File: config.mk
export PLATFORM = sky130hd
export DESIGN_NAME = ws2812_frame_driver
export DESIGN_NICKNAME = d
export VERILOG_FILES = /design/src/rtl/ws2812_frame_driver.sv
export SDC_FILE = /design/constraint.sdc
export NUM_CORES = 1
export LEC_CHECK = 0
export ABC_AREA = 0
export BUFFER_PORTS_ARGS = -buffer_cell sky130_fd_sc_hd__buf_2
export CAP_MARGIN = 20
export CORE_ASPECT_RATIO = 1.4
export CORE_MARGIN = 10
export CORE_UTILIZATION = 50
export DETAILED_ROUTE_END_ITERATION = 10
export PLACE_DENSITY_LB_ADDON = 0.25
export REMOVE_ABC_BUFFERS = 1
export SLEW_MARGIN = 20
export SYNTH_ARGS = -nofsm -noshare
export SYNTH_HDL_FRONTEND = slang
export SYNTH_SLANG_ARGS = --single-unit
File: constraint.sdc
create_clock -name clk -period 6.24 [get_ports clk]
set_clock_uncertainty 0.05 [all_clocks]
set_input_delay 0.936 -clock clk [delete_from_list [all_inputs] [get_ports clk]]
set_output_delay 0.936 -clock clk [all_outputs]
set_load 0.05 [all_outputs]
File: src/rtl/ws2812_frame_driver.sv
// ws2812_frame_driver: fetches MAX_POS GRB pixels and serializes them onto a WS2812 NRZ line, then latches.
module ws2812_frame_driver #(
  parameter int MAX_POS      = 16,
  parameter int T0H_CLK      = 20,
  parameter int T1H_CLK      = 40,
  parameter int BIT_CLK      = 62,
  parameter int RESET_CLK    = 15000,
  parameter int READ_LATENCY = 1
) (
  input  logic                       clk,
  input  logic                       reset,
  input  logic                       update_frame,
  input  logic [7:0]                 led_green_intensity,
  input  logic [7:0]                 led_red_intensity,
  input  logic [7:0]                 led_blue_intensity,
  output logic [$clog2(MAX_POS)-1:0] current_led,
  output logic                       data_out,
  output logic                       busy,
  output logic                       frame_done
);
  localparam int MAXC = (BIT_CLK > RESET_CLK) ? BIT_CLK : RESET_CLK;
  localparam int CW = $clog2(MAXC + 1);
  localparam int LW = $clog2(MAX_POS);
  typedef enum logic [1:0] {IDLE, FETCH, SEND, LATCH} state_t;
  state_t state;
  logic pending;
  logic [23:0] shift_reg;
  logic [4:0] bit_idx;
  logic [CW-1:0] clk_cnt;
  logic [CW-1:0] cnt_inc;
  logic [CW-1:0] high_clk;
  always_comb begin
    cnt_inc = clk_cnt + 1'b1;
    high_clk = shift_reg[23] ? CW'(T1H_CLK) : CW'(T0H_CLK);
  end
  always_ff @(posedge clk) begin
    if (!reset) begin
      state <= IDLE;
      pending <= 1'b0;
      shift_reg <= '0;
      bit_idx <= '0;
      clk_cnt <= '0;
      current_led <= '0;
      data_out <= 1'b0;
      busy <= 1'b0;
      frame_done <= 1'b0;
    end else begin
      frame_done <= 1'b0;
      // requests arriving mid-frame (including on the frame_done edge) collapse into one
      if (state != IDLE) pending <= pending | update_frame;
      case (state)
        IDLE: if (update_frame || pending) begin
          current_led <= '0;
          busy <= 1'b1;
          pending <= 1'b0;
          clk_cnt <= '0;
          state <= FETCH;
        end
        FETCH: if (clk_cnt == CW'(READ_LATENCY)) begin
          shift_reg <= {led_green_intensity, led_red_intensity, led_blue_intensity};
          bit_idx <= '0;
          clk_cnt <= '0;
          data_out <= 1'b1;
          state <= SEND;
        end else clk_cnt <= cnt_inc;
        SEND: begin
          clk_cnt <= cnt_inc;
          if (cnt_inc == high_clk) data_out <= 1'b0;
          if (cnt_inc == CW'(BIT_CLK)) begin
            clk_cnt <= '0;
            if (bit_idx != 5'd23) begin
              shift_reg <= {shift_reg[22:0], 1'b0};
              bit_idx <= bit_idx + 5'd1;
              data_out <= 1'b1;
            end else if (current_led != LW'(MAX_POS - 1)) begin
              current_led <= current_led + 1'b1;
              state <= FETCH;
            end else state <= LATCH;
          end
        end
        LATCH: if (cnt_inc == CW'(RESET_CLK)) begin
          frame_done <= 1'b1;
          busy <= 1'b0;
          current_led <= '0;
          clk_cnt <= '0;
          state <= IDLE;
        end else clk_cnt <= cnt_inc;
        default: state <= IDLE;
      endcase
    end
  end
endmodule
After elaboration in Yosys (flattened, before gate mapping)
Cells that the tools add are included.
{ "op_classes": {"reduce_logical": 12, "add_sub_neg": 3, "bitwise": 1, "muxes": 39, "n_eq_ne": 16} }
{ "op_table": {"columns": ["operator", "count"], "rows": [
  ["$mux W24", 3],
  ["$mux W14", 4],
  ["$pmux W14 S4", 1],
  ["$pmux W24 S2", 1],
  ["$mux W4", 5],
  ["$mux W5", 3],
  ["$add A14 B1 Y14 const B", 1],
  ["$eq A14 B1 Y1 const B", 1],
  ["$eq A14 B14 Y1 const B", 1],
  ["$eq A14 B6 Y1", 1],
  ["$eq A14 B6 Y1 const B", 1],
  ["$ne A2 B2 Y1 const B", 7],
  ["$mux W2", 6],
  ["$pmux W4 S3", 1],
  ["$mux W1", 10],
  ["$pmux W5 S2", 1],
  ["$pmux W2 S4", 1],
  ["$mux W6", 1],
  ["$reduce_and A6 Y1", 1],
  ["$reduce_bool A2 Y1", 3],
  ["$add A5 B1 Y5 const B", 1],
  ["$ne A5 B5 Y1 const B", 1],
  ["$reduce_and A5 Y1", 1],
  ["$add A4 B1 Y4 const B", 1],
  ["other kinds (11)", 14]
]} }
{ "word_totals": {"wordCells": 80, "ff_bits": 53, "out_inout_bits": 7} }

Logic depth before layout (Yosys ltp)
{ "logic_depth": {"depth_word": 6, "ltp_mapped": 12, "ltp_nobuf": 9} }

Worst setup path before layout
OpenSTA, ideal clock, no wires.
{ "synth_path": {"path_kind": "reg2reg", "from": "register clk_cnt[0]", "to": "register current_led[0]", "path_buffers": 2, "arrival_ns": 2.463, "setup_slack_ns": 3.609, "stages_incl_launch_ff": 11, "period_less_slack_ns": 2.631, "t_required_ns": 6.073, "path_cell_list": "dfxtp_1 ha_1 buf_6 and3_1 buf_6 a211o_1 a211oi_4 a31oi_4 nor3_4 a21bo_1 a32o_1"} }
{ "synth_between": {"elab_chain_cells": 4, "word_cells_on_any_way": 6, "cone_classes": "add/sub: 1; eq/ne: 4; reduce/logical: 1"} }
{ "synth_rtl": {"columns": ["item", "line", "text"], "rows": [
  ["start, declared", "29", "logic [CW-1:0] clk_cnt;"],
  ["start signal, assigned", "65", "end else clk_cnt <= cnt_inc;"],
  ["start signal, assigned", "67", "clk_cnt <= cnt_inc;"],
  ["start signal, assigned", "87", "end else clk_cnt <= cnt_inc;"],
  ["$add A14 B1 Y14 *", "33", "cnt_inc = clk_cnt + 1'b1;"],
  ["$eq A14 B14 Y1 or $eq A14 B6 Y1 (tied branches)", "81, 69", null],
  ["$ne A2 B2 Y1 (no source line)", null, null],
  ["$reduce_and A6 Y1 (no source line) *", null, null],
  ["end signal, assigned", "76", "current_led <= current_led + 1'b1;"],
  ["end, declared", "16", "output logic [$clog2(MAX_POS)-1:0] current_led,"]
]} }
Every way passes the cells marked *; elsewhere a longest branch is shown, timed or not.
A chain may end at the register's enable or synchronous reset.

Worst setup path in the final report
{ "layout_path": {"from": "register clk_cnt[1]", "to": "register clk_cnt[8]"} }
{ "layout_between": {"elab_chain_cells": 4, "word_cells_on_any_way": 8, "cone_classes": "add/sub: 1; eq/ne: 3; mux: 4"} }
{ "layout_rtl": {"columns": ["item", "line", "text"], "rows": [
  ["$add A14 B1 Y14", "33", null],
  ["$eq A14 B14 Y1 or $eq A14 B6 Y1 (tied branches)", "81, 69", null],
  ["$mux W14 (on tied branches)", "81, 69", null],
  ["$pmux W14 S4 *", "51", "case (state)"]
]} }
Marked as above.

==> summary.md <==
| Metric | Value |
|---|---|
| Run status | `complete, no violations` |
| Drt first pass iters | `4` |
| Pwr Density | `about 360 nW/um2` |
| Largest net degree at the start of global routing | `between 40 and 50` |
| Synth Area in Simple Gates | `between 30% and 40%` |
| Setup CP Type | `flop to flop` |
| Post-route minimum period | `around 3300 ps` |
| Largest family of logic cells by synthesized area | `simple AND/OR/NAND/NOR gates` |
| Yosys warns | `0` |
| Avg WL per Cell | `roughly 15 um` |
| Final Hold Viols | `0` |
| Final worst setup slack | `around 3000 ps` |
| Number of flops mapped to enable cells by yosys | `0` |
| Port Buffers | `33` |
| Fin crit share | `a little over half` |
| Detailed-route wire length | `7.16 mm` |
| Synth top cells by count | `84 x nand2_1, 53 x dfxtp_1, 49 x nor2_1, 27 x a311oi_1, 22 x clkbuf_1` |
| Most numerous cell in the Yosys netlist | `nand2_1` |
| CTS root buf | `clkbuf_8` |
| Iter 0 DRT Violations | `about 180` |
| Sequential element share of the synthesized area | `approximately a third` |
| CTS tree | `built` |
| Synth Area in XOR/XNOR | `~2.3%` |
| Total CTS buffers | `5` |
| Mapped Area | `roughly 3000 um2` |
| Antenna Nets Post-Route | `0` |
| Die W | `roughly 86 um` |
| Post-synth ARST share | `0%` |
| Worst vdd ir | `between 0.2 and 0.25 mV` |
| Worst path arrival time | `roughly 3400 ps` |
| CP endpoint kind | `flop` |
| Layout Nets | `roughly 440` |
| Top-Level Pins | `34` |
| Synthesized area per cell | `7.57 um2` |
| Crit-path max FO | `13` |
| Floorplan row count | `33` |
| Met2 WL post-DR | `3.47 mm` |
| Initial antenna violation count | `0` |
| Final setup vio count | `0` |
| Mux cell area share after synthesis | `0.660%` |
| Final slew viol count | `0` |
| # DRC | `0` |
| GPL Wtd Cong | `0.922` |
| Leak Pwr | `~0.0012 uW` |
| Cell taking the most area after synthesis | `dfxtp_1` |
| Post-cts sizing count | `0` |
| Max_cap viols | `0` |
| Vias | `2861` |
| CTS Sinks | `53` |
| Die area | `9630 um2` |
| P&R area growth vs syn | `7.59%` |
| Share of cells above drive strength 1 | `approximately an eighth` |
| Slew @ Worst Pin | `approximately 960 ps` |
| Post-CTS setup buffer count | `0` |
| Die height | `around 110 um` |
| Setup TNS | `0 ps` |
| Grt ovf | `0` |
| H-tree depth | `2` |
| Gr usage total | `approximately 15%` |
| Flops & latches, synth | `53` |
| Slew margin rel. | `35.8%` |
| CTS max path bufs | `2` |
| Highest metal layer with signal wires | `met4` |
| Dpl hpwl | `about 5.0 mm` |
| Hold_buf cts | `0` |
| Top FF cell, synth | `dfxtp_1` |
| Antenna diode count | `0` |
| Hold Crit Class | `flop to flop` |
| Ranking of synthesized cells by area | `dfxtp_1 35%, nand2_1 10%, a311oi_1 7.8%` |
| Cell count after synthesis | `401` |
| Startpoint Class | `flop` |
| DR vias/cell | `a little under 6` |
| Peak Freq | `~300 MHz` |
| Met3 WL | `roughly 400 um` |
| Clock Latency Late Sink | `just over 300 ps` |
| Compound-cell area share of the yosys netlist | `21.3%` |
| First-pass GRT wire length | `about 12 mm` |
| Clock-pin slew on the worst setup and hold paths | `110 ps` |
| Place WS | `roughly 3000 ps` |
| Vias in the first global route | `about 2800` |
| Initial Util | `51.7%` |
| Distinct cell type count after synthesis | `51` |
| Synth top area share | `a little over a third` |
| Post-Synth Adder-Cell Area | `a little over 2%` |
| Met1 wire length | `between 3 and 4 mm` |
| Core Area | `between 5000 and 6000 um2` |
| RSZ-0062 raised after global routing | `no` |
| CP required | `~6400 ps` |
| Final design utilization | `55.7%` |
| Max FFs per register | `24` |
## path summary, 6_finish.rpt
| path | from | endpoint | slack, ps | depth (start not counted) |
|---|---|---|---|---|
| worst max-delay path | clk_cnt[1] | clk_cnt[8] | 2960 | 9 |
| worst min-delay path | bit_idx[1] | bit_idx[1] | 420 | 2 |
| worst max register to register | clk_cnt[1] | clk_cnt[8] | 2960 | 9 |
| worst min register to register | bit_idx[1] | bit_idx[1] | 420 | 2 |
## power by group
part / switching (uW) / total (uW) / internal (uW)
Combinational: 298 / 454 / 156
Sequential: 63.1 / 485 / 422
Clock: 124 / 247 / 123
Total: 485 / 1190 / 701
## metal layers
layer | global-route usage, % | vias up
li1 | - | 1450
met1 | 16.8 | 1321
met2 | 25.1 | 78
met3 | 3.76 | 12
met4 | 5.29 | 0
met5 | 0 | -
## through the flow
step | cell area, um2 | power, uW | std cells | hold WS, ps
finish | 3260 | 1190 | 480 | 424
detailed placement | 3140 | 942 | 472 | 414
floorplan | 2860 | 818 | 366 | 399
CTS | 3260 | 1190 | 480 | 429
global route | 3260 | 1280 | 480 | 460
global placement | 3140 | 931 | 472 | 410
## cells by family after synthesis
logic type,count (synthesis)
and+or+nand+nor,208
AOI/OAI and AO/OA,83
DFF,53
buffers and inverters,42
xor gates and xnor gates,8
adders and majority gates,5
muxes,2
## cells in the final DEF (no fill, tap or decap), types with 3 or more instances in the layout
cell      count
clkbuf_8      5
a21oi_1      11
o221ai_1      5
nor2_1       48
nor3_1       11
nand3_1      18
nor2b_1       5
nor4_1        3
dfxtp_1      53
a311oi_1     27
o21ai_0       7
buf_2        33
and3_1        6
o22ai_1       3
nand2b_1      3
ha_1          5
nor4b_1       3
and4_1        4
and2_1        5
o211ai_1      8
inv_1         6
xnor2_1       6
a31oi_1       5
buf_4         3
nand4_1       6
nand2_1      84
## final cells by class
cell class                      instances  area, um2
Clock buffer                            5       68.8
Clock inverter                          3       50.0
Fill cell                             554       2600
Inverter                                7       26.3
Multi-Input combinational cell        306       1780
Sequential cell                        53       1060
Tap cell                               70       87.6
Timing Repair Buffer                   36        188
## worst max-delay path: stages (launching register included)
cell and delay (ps):
dfxtp_1 510, ha_1 390, nand3_1 280, nor3b_1 260
o2111ai_1 130, a211oi_1 530, a21oi_1 190, buf_4 240
o21ai_0 410, o211ai_1 170
Note: power is estimated with default switching activity, not from simulation.
